<file path="src/rtl/uart_stream_tx.sv">
// uart_stream_tx
// Accepts bytes over a valid/ready handshake into a small FIFO and sends each
// one as an 8N1 UART frame on a single pin: a start bit (low), eight data bits
// LSB first, then a stop bit (high). Each bit lasts CLKS_PER_BIT clock cycles.
// Frames run back to back while the FIFO holds data, with no idle gap.
//
// Parameters
//   CLKS_PER_BIT  clock cycles per serial bit (>= 2)
//   FIFO_DEPTH    bytes buffered (power of two, >= 2)
//   LW            width of level (derived; leave at its default)
//
// Ports
//   clk       in   clock; all state updates on the rising edge
//   rst_n     in   asynchronous active-low reset
//   in_data   in   byte offered by the upstream stage
//   in_valid  in   in_data is valid this cycle
//   in_ready  out  the FIFO can accept a byte this cycle
//   tx        out  serial line; idles high
//   busy      out  a frame is in flight or the FIFO is non-empty
//   level     out  number of bytes currently held in the FIFO

module uart_stream_tx #(
  parameter int unsigned CLKS_PER_BIT = 16,
  parameter int unsigned FIFO_DEPTH   = 4,
  parameter int unsigned LW           = $clog2(FIFO_DEPTH) + 1
) (
  input  logic          clk,
  input  logic          rst_n,
  input  logic [7:0]    in_data,
  input  logic          in_valid,
  output logic          in_ready,
  output logic          tx,
  output logic          busy,
  output logic [LW-1:0] level
);

  localparam int unsigned PW = $clog2(FIFO_DEPTH);
  localparam int unsigned TW = (CLKS_PER_BIT > 1) ? $clog2(CLKS_PER_BIT) : 1;

  localparam logic [TW-1:0] TimerMax  = TW'(CLKS_PER_BIT - 1);
  localparam logic [LW-1:0] LevelFull = LW'(FIFO_DEPTH);

  typedef enum logic [1:0] {
    StIdle,
    StStart,
    StData,
    StStop
  } state_e;

  // FIFO storage and bookkeeping
  logic [7:0]    r_mem [FIFO_DEPTH];
  logic [PW-1:0] r_wr_ptr;
  logic [PW-1:0] r_rd_ptr;
  logic [LW-1:0] r_level;

  // Serializer state
  state_e        r_state;
  logic [TW-1:0] r_timer;
  logic [2:0]    r_bit_idx;
  logic [7:0]    r_shreg;
  logic          r_tx;

  logic       w_push;
  logic       w_pop;
  logic       w_bit_done;
  logic [7:0] w_head;

  // in_ready depends only on registered level, so a pop in the same cycle
  // cannot open a slot until the following cycle.
  assign in_ready   = (r_level != LevelFull);
  assign w_push     = in_valid && in_ready;
  assign w_bit_done = (r_timer == TimerMax);
  assign w_head     = r_mem[r_rd_ptr];

  // A pop happens when idle with data, or at the end of a stop bit with data
  // waiting; the latter chains frames without an idle cycle.
  assign w_pop = (r_level != '0) &&
                 ((r_state == StIdle) || ((r_state == StStop) && w_bit_done));

  //--------------------------------------------------------------------------
  // FIFO: pointers wrap naturally at PW bits; level is tracked on its own so
  // full and empty are unambiguous.
  //--------------------------------------------------------------------------
  always_ff @(posedge clk or negedge rst_n) begin
    if (!rst_n) begin
      r_wr_ptr <= '0;
      r_rd_ptr <= '0;
      r_level  <= '0;
      for (int i = 0; i < FIFO_DEPTH; i++) begin
        r_mem[i] <= '0;
      end
    end else begin
      if (w_push) begin
        r_mem[r_wr_ptr] <= in_data;
        r_wr_ptr        <= r_wr_ptr + PW'(1);
      end
      if (w_pop) begin
        r_rd_ptr <= r_rd_ptr + PW'(1);
      end
      case ({w_push, w_pop})
        2'b10:   r_level <= r_level + LW'(1);
        2'b01:   r_level <= r_level - LW'(1);
        default: r_level <= r_level;
      endcase
    end
  end

  //--------------------------------------------------------------------------
  // Serializer FSM. tx is registered so the pin never glitches; the bit timer
  // restarts on every state or bit change.
  //--------------------------------------------------------------------------
  always_ff @(posedge clk or negedge rst_n) begin
    if (!rst_n) begin
      r_state   <= StIdle;
      r_timer   <= '0;
      r_bit_idx <= '0;
      r_shreg   <= '0;
      r_tx      <= 1'b1;
    end else begin
      unique case (r_state)
        StIdle: begin
          r_timer <= '0;
          r_tx    <= 1'b1;
          if (w_pop) begin
            r_shreg <= w_head;
            r_state <= StStart;
            r_tx    <= 1'b0;
          end
        end

        StStart: begin
          if (w_bit_done) begin
            r_timer   <= '0;
            r_bit_idx <= '0;
            r_state   <= StData;
            r_tx      <= r_shreg[0];
          end else begin
            r_timer <= r_timer + TW'(1);
          end
        end

        StData: begin
          if (w_bit_done) begin
            r_timer <= '0;
            if (r_bit_idx == 3'd7) begin
              r_state <= StStop;
              r_tx    <= 1'b1;
            end else begin
              // Next bit is shreg[1] before the shift lands.
              r_bit_idx <= r_bit_idx + 3'd1;
              r_shreg   <= {1'b0, r_shreg[7:1]};
              r_tx      <= r_shreg[1];
            end
          end else begin
            r_timer <= r_timer + TW'(1);
          end
        end

        StStop: begin
          if (w_bit_done) begin
            r_timer <= '0;
            if (w_pop) begin
              r_shreg <= w_head;
              r_state <= StStart;
              r_tx    <= 1'b0;
            end else begin
              r_state <= StIdle;
              r_tx    <= 1'b1;
            end
          end else begin
            r_timer <= r_timer + TW'(1);
          end
        end

        default: begin
          r_state <= StIdle;
          r_timer <= '0;
          r_tx    <= 1'b1;
        end
      endcase
    end
  end

  assign tx    = r_tx;
  assign busy  = (r_state != StIdle) || (r_level != '0);
  assign level = r_level;

endmodule

</file>
<file path="config.mk">
export PLATFORM = sky130hd
export DESIGN_NAME = uart_stream_tx
export DESIGN_NICKNAME = d
export VERILOG_FILES = /design/src/rtl/uart_stream_tx.sv
export SDC_FILE = /design/constraint.sdc
export NUM_CORES = 1
export LEC_CHECK = 0
export CAP_MARGIN = 20
export CORE_MARGIN = 1
export CORE_UTILIZATION = 55
export CTS_BUF_LIST = sky130_fd_sc_hd__clkbuf_8
export CTS_CLUSTER_DIAMETER = 30
export DETAILED_ROUTE_END_ITERATION = 7
export MAX_ROUTING_LAYER = met4
export PLACE_DENSITY = 0.84
export SKIP_LAST_GASP = 1
export SYNTH_ARGS = -nofsm -noshare
export SYNTH_HDL_FRONTEND = slang
export SYNTH_SLANG_ARGS = --single-unit
</file>
<file path="constraint.sdc">
create_clock -name clk -period 2.2 [get_ports clk]
set_input_delay 0.22 -clock clk [delete_from_list [all_inputs] [get_ports clk]]
set_output_delay 0.22 -clock clk [all_outputs]
set_load 0.05 [all_outputs]
</file>
## Yosys cells after proc, flatten, opt, wreduce, memory -nomap -nowiden

Index checks and enable logic that the tools add are counted.

| storage, ports and cells | value |
|---|---|
| register bits after elaboration | 57 |
| word-level logic and storage cells | 85 |
| output and inout bits | 6 |
| bits of input ports | 11 |

| operators by class | value |
|---|---|
| magnitude comparators | 3 |
| reductions and logical operators | 17 |
| bitwise logic cells | 2 |
| $add $sub $neg | 6 |
| equal/unequal tests | 14 |
| muxes and demuxes | 31 |

Operators by type and width:

| operator | number |
|---|---|
| 8-bit two-way mux | 7 |
| 32-bit bitwise mux | 1 |
| 8-bit one-hot mux with 3 select lines | 1 |
| 8-bit binary-select mux with 2-bit select | 1 |
| 8-bit demux with 2-bit select | 1 |
| 2-bit != test (second input constant) | 6 |
| 3-bit one-hot mux with 2 select lines | 2 |
| 2-bit two-way mux | 5 |
| 3-bit two-way mux | 3 |
| 2-bit one-hot mux with 4 select lines | 1 |
| 4-bit one-hot mux with 2 select lines | 1 |
| 4-bit AND reduction | 2 |
| 3-bit by 1-bit adder with 3-bit output (second input constant) | 2 |
| 2-bit == test (second input constant) | 3 |
| 3-bit >= comparator (second input constant) | 2 |
| 1-bit two-way mux | 6 |
| 2-bit inverter with 3-bit output | 2 |
| 2-bit nonzero test | 3 |
| 3-bit nonzero test | 2 |
| 5-bit AND reduction | 1 |
| 2-bit by 1-bit adder with 2-bit output (second input constant) | 2 |
| 4-bit by 1-bit adder with 4-bit output (second input constant) | 1 |
| 2-bit by 1-bit == test with 1-bit output (second input constant) | 2 |
| 4-bit == test (second input constant) | 1 |
| 11 further kinds | 15 |

## Longest topological paths before layout

Gate-level depths: netlist of run 1.

| logic depth | value |
|---|---|
| depth in word-level cells | 7 |
| depth in mapped cells | 9 |
| depth with buffers taken out | 9 |

## Worst setup path after synthesis of run 1

Ideal clock, no wire load.

| timing path | value |
|---|---|
| path kind | flip-flop to flip-flop |
| start | register r_level[0], in the netlist level[0] |
| end | register r_level[2], in the netlist level[2] |
| data required time | 2,052 ps |
| setup time | 148 ps |
| cell stages (with the launch flop) | 8 |
| clock period less this slack | 2,471 ps |
| path slack | -271 ps |
| path buffers | 0 |
| arrival | 2,323 ps |
| cell sequence | dfrtp_1 nor3_1 a21oi_1 ha_1 fa_1 xnor2_1 nor2_1 xor2_1 |

| on the way | value |
|---|---|
| cells in the longest elaborated chain, start to end | 4 |
| elaborated cells between the ends (all ways) | 10 |
| those cells by class | add/sub (2); eq/ne (3); mux (1); reduce/logical (4) |

Ends and longest elaborated chain:

| element | RTL line | text |
|---|---|---|
| start: declaration | 54 | `logic [LW-1:0] r_level;` |
| start signal: assignment | 101 | `2'b10: r_level <= r_level + LW'(1);` |
| start signal: assignment | 102 | `2'b01: r_level <= r_level - LW'(1);` |
| start signal: assignment | 103 | `default: r_level <= r_level;` |
| 3-bit nonzero test (*) | 77 | `assign w_pop = (r_level != '0) &&` |
| 1-bit logical AND (*) | 77 |  |
| via w_pop | 64 | `logic w_pop;` |
| 2-bit by 1-bit == test with 1-bit output / 2-bit == test (equally long branches) | 100 | `case ({w_push, w_pop})` |
| 3-bit one-hot mux with 2 select lines / 2-bit nonzero test (equally long branches) | -- |  |

Mark *: on every way through the listed nets, which the timed path passes. The rest lies on a longest branch.
A chain may end at the register's enable or synchronous reset.

## Final worst setup path of run 1

| timing path | value |
|---|---|
| start | register r_state[0] |
| end | register r_level[1], in the netlist level[1] |

| on the way | value |
|---|---|
| cells in the longest elaborated chain, start to end | 6 |
| elaborated cells between the ends (all ways) | 9 |
| those cells by class | eq/ne (3); mux (1); reduce/logical (5) |

Ends and longest elaborated chain:

| element | RTL line | text |
|---|---|---|
| start: declaration | 57 | `state_e r_state;` |
| start signal: assignment | 114 | `r_state <= StIdle;` |
| start signal: assignment | 126 | `r_state <= StStart;` |
| start signal: assignment | 135 | `r_state <= StData;` |
| 2-bit == test | 78 | `((r_state == StIdle) \|\| ((r_state == StStop) && w_bit_done));` |
| 1-bit logical AND | 78 |  |
| 1-bit logical OR (*) | 78 |  |
| 1-bit logical AND (*) | 77 |  |
| via w_pop | 64 |  |
| 2-bit by 1-bit == test with 1-bit output / 2-bit == test (equally long branches) | 100 |  |
| 3-bit one-hot mux with 2 select lines / 2-bit nonzero test (equally long branches) | -- |  |

Marks and branches as above.

==> results of run 1 <==
[flip-flops by register name, summed over array words and instances, names as in the netlist, 2 cells and up]
register	flops
r_bit_idx	3
r_shreg	8
r_mem	32
level	3
r_wr_ptr	2
r_timer	4
r_rd_ptr	2
r_state	2
[cell usage in the layout, fill, tap and decap left out, types with 5 or more instances in the layout]
cell / n
dfrtp_1: 54
mux2_2: 50
clkdlybuf4s50_1: 13
buf_4: 13
clkbuf_8: 12
ha_1: 11
mux4_2: 8
nand2_1: 6
inv_1: 6
a22o_1: 6
nor2_1: 5
xnor2_1: 5
[path summary, 6_finish.rpt]
| kind | end | slack (ns) | cells past startpoint |
|---|---|---|---|
| min in group clk | r_timer[0] | 0.49 | 1 |
| worst max-delay path | level[1] | 0.1 | 7 |
| worst min register to register | r_timer[0] | 0.49 | 1 |
| worst min-delay path | r_timer[0] | 0.38 | 2 |
| max in group asynchronous | tx | 1.11 | 3 |
| worst max register to register | level[1] | 0.1 | 7 |
[report_power, final]
| part | switching (uW) | internal [uW] |
|---|---|---|
| Sequential | 385 | 1590 |
| Clock | 418 | 845 |
| Combinational | 1100 | 1340 |
[what timing repair did]
action	4_1_cts	5_1_grt
hold buffers	1	0
hold endpoints to repair	19	0
resized for setup	0	2
buffers inserted	0	2
endpoints found under the setup margin	0	2
[area by class of cell]
class | instances | area, sq um | share of cell area, %
well taps | 67 | 83.8 | 2.49
clock buffers | 12 | 165 | 4.90
flip-flops and latches | 57 | 1430 | 42.5
multi-input cells | 127 | 1320 | 39.0
inverters | 6 | 22.5 | 0.668
repair buffers | 29 | 255 | 7.57
clock inverters | 4 | 97.6 | 2.89
[stage by stage]
step / hold slack [ns] / instances
2_1_floorplan: -0.0756 / 195
3_3_place_gp: 0.199 / 283
3_5_place_dp: 0.201 / 283
4_1_cts: 0.376 / 300
5_1_grt: 0.426 / 302
6_report: 0.375 / 302
[critical path: stages, from the launching register on]
cell,delay [ns]
dfrtp_1,0.37
buf_4,0.12
ha_1,0.17
nand4_1,0.15
a21oi_1,0.25
ha_2,0.24
fa_1,0.41
mux2_2,0.28
[per-layer routing]
layer / part of all wire (%) / vias to the layer above
met5: 0 / -
met4: 1.1 / 0
met3: 2.6 / 8
met2: 49 / 21
met1: 47 / 864
li1: - / 782
[cells by family after synthesis]
| logic type | after synthesis | synth area share, % |
|---|---|---|
| adder cells (fa/ha/maj) | 13 | 6.11 |
| buffers and inverters | 11 | 2.16 |
| XOR/XNOR | 7 | 2.20 |
| AND/OR/NAND/NOR | 25 | 4.68 |
| AO/OA/AOI/OAI | 24 | 6.83 |
| multiplexers | 58 | 26.7 |
| flip-flops | 57 | 51.3 |
==> summary.txt, run 1 <==
final antenna-violating net count: 0
drt pass-1 iters: 4
core area: 4790 sq um
Via density: 5.55
final count of pins violating max slew: 0
Slew headroom: 66.3%
total track usage: 22.7%
setup TNS: 0 ns
CTS tree: done
area grow syn2layout: 21.2%
met3 GRT Util: 4.70%
design area: 3370 sq um
Tmin final: 2.10 ns
CP max FO: 3
cell taking the most area after synthesis: dfrtp_1
antenna violations before repair: 0
Core Util, Final: 70.5%
worst-margin pin slew: 0.505 ns
DR vias: 1675
Starting Density: 58.1%
Mapped Nets: 219
share of Yosys cell area claimed by the top area cell type: 50.4%
WP data required: 2.42 ns
warnings from Yosys: 0
CP Data Arrival Time: 2.32 ns
row cnt: 25
Reg clk slew, reported paths: 0.07 ns
grt met2 use: 35.2%
layout cells sized above 1: 43.0%
global routing usage on met1: 29.0%
pwr/cell area: 1680 nW/um^2
fmax: 0.476 GHz
Clock Tree Root: clkbuf_8
# Max-Cap Violations: 0
Num CTS Buffers: 9
number of global-route vias before repair: 1774
dpl hpwl: 3.57 mm
die width: 73.1 um
skew final: 0.00928 ns
count leader, synth: dfrtp_1
Setup WS pre-CTS: 0.138 ns
Nets: 254
cells after synthesis: 195
synth top area cells: dfrtp_1, mux2_2, mux4_2
first-pass GRT wire length: 8.55 mm
Post-Syn Area: 2780 sq um
HP Class: input pin to async pin
GRT Max-Usage Layer: met2
Final period util: 95.5%
number of synthesized register bits: 57
async set or reset register ratio after synthesis: 100%
Leak Pwr: 0.00148 uW
Max clock buf depth: 2
Placed Area: 3080 sq um
sequential share of the synthesized area: 51.3%
crit path kind: flip-flop to flip-flop
total I/O pin count: 17
drt wl/cell: 17.2 um
Fin. Hold Viols: 0
setup ws final: 0.0983 ns
ys flop type: dfrtp_1
drt drc: 0
PortBufs: 16
antenna diode count: 0
pin count of the biggest net entering global routing: 22
origin of the worst setup path: r_state[0]
Final Power: 5670 uW
Synth cell types: 34
Mean Syn Cell Area: 14.3 sq um
Setup crit start kind: flip-flop
number of flops mapped to enable cells by yosys: 0
clock sink total: 57
status: finished clean
gp weighted congestion: 0.772
final setup fails: 0
Synth top cells by count: dfrtp_1, mux2_2, ha_1
Crit. End Element: flip-flop
worst vdd ir: 0.000915 V
H-tree depth: 3
Die ar.: 5350 sq um
starting DRC count in detailed routing: 75
Fill cells: 324
global route overflow: 0
clk_lat worst skew: 0.33 ns
start of the worst register-to-register path: r_state[0]
die height: 73.1 um
Post-Route WL: 5.19 mm
Power figures use the tool's default switching activity.
==> run 2, diff against run 1 <==
- TNS_END_PERCENT: unset -> 50
==> run 2 against run 1 <==
Clock skew about the same. Sequential cell count is the same. Final area barely moved. Die area unchanged. Global-route usage is the same. Clock power about the same. Combinational power hardly changed. Critical path type is now flip-flop to primary output. Highest routed layer unchanged.
==> summary.txt, run 2 (synthesis gave the netlist of run 1 again) <==
status: finished clean
Clock Tree Root: clkbuf_8
clk_lat worst skew: 0.33 ns (about the same)
WP data required: 1.98 ns (-0.44 ns)
Leak Pwr: 0.00148 uW (-0.13%)
fmax: 0.467 GHz (-1.9%)
Post-Route WL: 5.18 mm (-0.21%)
starting DRC count in detailed routing: 75 (unchanged)
total I/O pin count: 17 (unchanged)
max reg flops: 32 (unchanged)
global route overflow: 0 (unchanged)
layout cells sized above 1: 43.0% (unchanged)
slowest cell delay on critical path: 0.71 ns (+0.30 ns)
largest registers: r_mem x32, r_shreg x8, r_timer x4
gp weighted congestion: 0.772 (unchanged)
HP Class: input pin to async pin
most common cell after layout, fill and taps aside: dfrtp_1
Core Util, Final: 70.4% (about the same)
Max clock buf depth: 2 (unchanged)
worst vdd ir: 0.000915 V (about the same)
clock sink total: 57 (unchanged)
CTS tree: done
dpl hpwl: 3.57 mm (unchanged)
register with the most flip-flops: r_mem
setup TNS: 0 ns (unchanged)
Num CTS Buffers: 9 (unchanged)
die height: 73.1 um (unchanged)
drt wl/cell: 17.1 um (-0.21%)
DR vias: 1674 (-0.060%)
drt drc: 0 (unchanged)
DP Cell Count: 283 (unchanged)
final count of pins violating max slew: 0 (unchanged)
Via density: 5.54 (about the same)
pin count of the biggest net entering global routing: 22 (unchanged)
final antenna-violating net count: 0 (unchanged)
area grow syn2layout: 21.1% (about the same)
Starting Density: 58.1% (unchanged)
H-tree depth: 3 (unchanged)
Non-Filler Instances: 302 (unchanged)
Die ar.: 5350 sq um (unchanged)
Fill cells: 324 (unchanged)
total track usage: 22.7% (unchanged)
core area: 4790 sq um (unchanged)
Final period util: 97.4% (+1.8 points)
slowest CP cell: clkdlybuf4s50_1
# Max-Cap Violations: 0 (unchanged)
antenna violations before repair: 0 (unchanged)
die width: 73.1 um (unchanged)
Crit. End Element: primary output
Tmin final: 2.14 ns (+0.0407 ns)
worst-margin pin slew: 0.502 ns (-0.00250 ns)
drt pass-1 iters: 4 (unchanged)
row cnt: 25 (unchanged)
antenna diode count: 0 (unchanged)
skew final: 0.00928 ns (+0.000000340 ns)
commonest cells after routing, fill and taps aside: dfrtp_1, mux2_2, clkdlybuf4s50_1
final setup fails: 0 (unchanged)
first-pass GRT wire length: 8.55 mm (unchanged)
Slew headroom: 66.4% (+0.12 points)
unrepaired setup endpoints after global routing: yes
Nets: 254 (unchanged)
CP max FO: 6 (+3)
number of global-route vias before repair: 1774 (unchanged)
PortBufs: 16 (unchanged)
CP cell instances: nor2_1 -> nand2_1 -> clkdlybuf4s50_1
crit path kind: flip-flop to primary output
CP Data Arrival Time: 1.92 ns (-0.40 ns)
Setup crit start kind: flip-flop
Fin. Hold Viols: 0 (unchanged)
pwr/cell area: 1680 nW/um^2 (about the same)
Reg clk slew, reported paths: 0.07 ns (about the same)
==> run 2: cell types whose count changed in the layout (fill, tap and decap cells not counted), sizes merged <==
cell and delta:
clkdlybuf4s50 +1, dlymetal6s2s -1
==> run 2: final cells by class <==
class / instances / area, sq um / share of cell area, %
Clock buffer: 12 / 165 / 4.90
Clock inverter: 4 / 97.6 / 2.90
Inverter: 6 / 22.5 / 0.668
Multi-Input combinational cell: 127 / 1320 / 39.0
Sequential cell: 57 / 1430 / 42.5
Tap cell: 67 / 83.8 / 2.49
Timing Repair Buffer: 29 / 253 / 7.50
==> run 2: power breakdown <==
| part | switching (uW) | internal, uW |
|---|---|---|
| Combinational | 1100 | 1340 |
| Sequential | 384 | 1590 |
| Clock | 417 | 845 |
==> run 2: final timing paths <==
check / depth (start not counted) / end / startpoint / slack [ns]
setup / recovery: 3 / in_ready / level[0] / 0.06
hold / removal: 2 / r_timer[0] / rst_n / 0.38
setup reg to reg: 7 / level[1] / r_state[0] / 0.10
hold reg to reg: 1 / r_timer[0] / r_timer[0] / 0.49
max in group asynchronous: 3 / tx / rst_n / 1.11
min in group clk: 1 / r_timer[0] / r_timer[0] / 0.49
==> run 2: worst max-delay path: cells and delay by family (launching register included) <==
kind	cells	cell delay, ns
and+or+nand+nor	2	0.34
buffers and inverters	1	0.71
DFF	1	0.53
==> run 2: per-layer routing <==
layer  wire length (um)  up-vias  global-route usage, %
met1               2440      861                   29.0
met3                139        8                   4.70
met2               2540       23                   35.2
met4                 59        0                   9.59
met5                  0        -                      -
li1                   -      782                      -
==> run 2: metrics by stage <==
stage / area [sq um] / worst slack, ns / hold WS [ns] / power, uW
after floorplan: 2810 / 0.0340 / -0.0756 / 3750
after global placement: 3080 / 0.196 / 0.199 / 4230
after detailed placement: 3080 / 0.138 / 0.201 / 4350
after CTS: 3350 / 0.0397 / 0.376 / 5660
after global routing: 3370 / -0.0227 / 0.426 / 5990
final: 3370 / 0.0576 / 0.376 / 5670
==> run 2: what timing repair did <==
item	4_1_cts	5_1_grt
setup buffers	0	2
resized for setup	0	1
hold buffers	1	0
endpoints found under the hold margin	19	0
setup endpoints to repair	0	2
==> run 3, diff against run 2 <==
- CORE_UTILIZATION: 55 -> 53
- CTS_BUF_LIST: sky130_fd_sc_hd__clkbuf_8 -> unset
- GPL_TIMING_DRIVEN: unset -> 1
- PLACE_DENSITY: 0.84 -> 0.81
==> run 3 against run 2 <==
Clock power is 5% lower. Die area is 3.7% higher. Final area is 1.2% lower. Critical path depth is 4 higher.
==> summary.txt, run 3 (synthesis gave the netlist of run 1 again) <==
H-tree depth: 3 (unchanged)
Post-Route WL: 4.90 mm (-5.4%)
die width: 74.5 um (+1.8%)
Core Util, Final: 65.7% (-4.8 points)
worst-margin pin slew: 0.718 ns (+0.216 ns)
Crit. End Element: flip-flop
largest registers: r_mem x32, r_shreg x8, r_timer x4
first-pass GRT wire length: 7.98 mm (-6.6%)
antenna violations before repair: 0 (unchanged)
Tmin final: 2.09 ns (-0.0488 ns)
Seq. cell area: 1430 sq um (unchanged)
HP Class: input pin to async pin
worst vdd ir: 0.000772 V (-16%)
switching portion of total power: 33.6% (+0.077 points)
drt drc: 0 (unchanged)
Clock Tree Root: clkbuf_8
total I/O pin count: 17 (unchanged)
row cnt: 26 (+4.0%)
pin count of the biggest net entering global routing: 58 (+160%)
skew final: 0.00919 ns (-0.0000889 ns)
gp weighted congestion: 0.807 (+4.5%)
CP max FO: 4 (-2)
Reg power frac: 35.5% (+0.7 points)
Fill cells: 372 (+15%)
most common cell after layout, fill and taps aside: dfrtp_1
final antenna-violating net count: 0 (unchanged)
slowest cell delay on critical path: 0.42 ns (-0.29 ns)
Starting Density: 54.8% (-3.3 points)
Non-Filler Instances: 300 (-0.66%)
Final period util: 95.2% (-2.2 points)
global route overflow: 0 (unchanged)
PortBufs: 16 (unchanged)
drt pass-1 iters: 4 (unchanged)
unrepaired setup endpoints after global routing: yes
Slew headroom: 52.1% (-14 points)
slowest CP cell: dfrtp_1
fmax: 0.478 GHz (+2.3%)
commonest cells after routing, fill and taps aside: dfrtp_1, mux2_2, clkdlybuf4s50_1
DR vias: 1618 (-3.3%)
final count of pins violating max slew: 0 (unchanged)
drt wl/cell: 16.3 um (-4.8%)
total track usage: 21.0% (-1.7 points)
DP Cell Count: 283 (unchanged)
dpl hpwl: 3.30 mm (-7.5%)
Leak Pwr: 0.00145 uW (-1.7%)
Nets: 249 (-2.0%)
area of the multi-input gates: 1320 sq um (about the same)
Clock Power Share: 21.6% (-0.7 points)
crit path kind: flip-flop to flip-flop
Comb power frac: 42.9% (about the same)
CTS tree: done
max reg flops: 32 (unchanged)
clock sink total: 57 (unchanged)
# Max-Cap Violations: 0 (unchanged)
CP cell instances: inv_1 -> ha_1 -> inv_1 -> a21oi_1 -> ha_1 -> fa_1 -> mux2_2
CP Data Arrival Time: 2.32 ns (+0.40 ns)
status: finished clean
hold slack: 0.00985 ns (-0.366 ns)
Final Power: 5550 uW (-2.2%)
pwr/cell area: 1660 nW/um^2 (-1.0%)
Die ar.: 5540 sq um (+3.7%)
antenna diode count: 0 (unchanged)
Num CTS Buffers: 9 (unchanged)
register with the most flip-flops: r_mem
sw power: 1860 uW (-1.9%)
final setup fails: 0 (unchanged)
Cell Int Power: 3690 uW (-2.3%)
Reg clk slew, reported paths: 0.07 ns (about the same)
die height: 74.5 um (+1.8%)
clk_lat worst skew: 0.34 ns (about the same)
Setup crit start kind: flip-flop
number of global-route vias before repair: 1689 (-4.8%)
Max clock buf depth: 2 (unchanged)
layout cells sized above 1: 41.7% (-1.2 points)
Via density: 5.39 (-2.7%)
area grow syn2layout: 19.7%
WP data required: 2.43 ns (+0.45 ns)
core area: 5070 sq um (+6.0%)
starting DRC count in detailed routing: 59 (-21%)
Fin. Hold Viols: 0 (unchanged)
-- run 3: cell types whose count changed in the layout (fill, tap and decap cells not counted) --
cell | before | now
clkdlybuf4s50_1 | 14 | 13
ha_2 | 1 | 0
ha_1 | 11 | 12
dlymetal6s2s_1 | 0 | 1
dlygate4sd3_1 | 1 | 0
clkinv_2 | 0 | 1
clkbuf_1 | 0 | 1
a21oi_2 | 1 | 2
buf_12 | 0 | 1
buf_4 | 13 | 8
a21oi_1 | 4 | 3
clkbuf_8 | 12 | 10
-- run 3: worst paths after layout --
path / from / end / slack (ns) / depth (start not counted)
max in group asynchronous: rst_n / level[0] / 1.66 / 2
min in group clk: r_mem[13] / r_mem[13] / 0.50 / 1
worst min register to register: r_mem[13] / r_mem[13] / 0.50 / 1
worst max-delay path: r_state[0] / level[1] / 0.11 / 7
worst min-delay path: rst_n / r_timer[0] / 0.01 / 2
worst max register to register: r_state[0] / level[1] / 0.11 / 7
-- run 3: worst max-delay path, delay by kind of cell, from the launching register on --
| kind | cells | cell delay [ns] |
|---|---|---|
| DFF | 1 | 0.42 |
| AOI/OAI and AO/OA | 1 | 0.22 |
| buffers and inverters | 2 | 0.22 |
| muxes | 1 | 0.27 |
| adders and majority gates | 3 | 0.84 |
-- run 3: power groups by stage --
stage / Combinational [uW] / Sequential, uW / Clock, uW
finish: 2380 / 1970 / 1200
global placement: 2250 / 1950 / 0
floorplan: 1770 / 1980 / 0
global route: 2580 / 2040 / 1260
CTS: 2360 / 1970 / 1230
detailed placement: 2320 / 1980 / 0
-- run 3: area by class of cell --
cell class | instances | area share (%)
inverters | 6 | 0.676
well taps | 70 | 2.63
flip-flops and latches | 57 | 43.0
clock inverters | 5 | 3.08
clock buffers | 11 | 4.24
multi-input cells | 127 | 39.5
repair buffers | 24 | 6.83
-- run 3: metrics by stage --
stage / setup WS, ns / area (sq um) / setup TNS (ns)
3_3_place_gp: 0.143 / 3060 / 0
5_1_grt: -0.0201 / 3330 / -0.0240
2_1_floorplan: 0.0340 / 2810 / 0
6_report: 0.106 / 3330 / 0
3_5_place_dp: 0.0729 / 3060 / 0
4_1_cts: 0.0322 / 3310 / 0
-- run 3: metal layers --
| layer | vias to the layer above | wire length, um | part of all wire [%] | global-route usage (%) |
|---|---|---|---|---|
| met2 | 32 | 2480 | 51 | 31.6 |
| li1 | 771 | - | - | - |
| met4 | 0 | 95 | 1.9 | 11.1 |
| met5 | - | 0 | 0 | - |
| met1 | 806 | 2170 | 44 | 25.5 |
| met3 | 9 | 150 | 3.1 | 6.10 |
-- run 3: timing repair --
action                     CTS  global route
hold buffers                 0             0
setup endpoints to repair    0            11
resized for setup            0             2
setup buffers                0             1
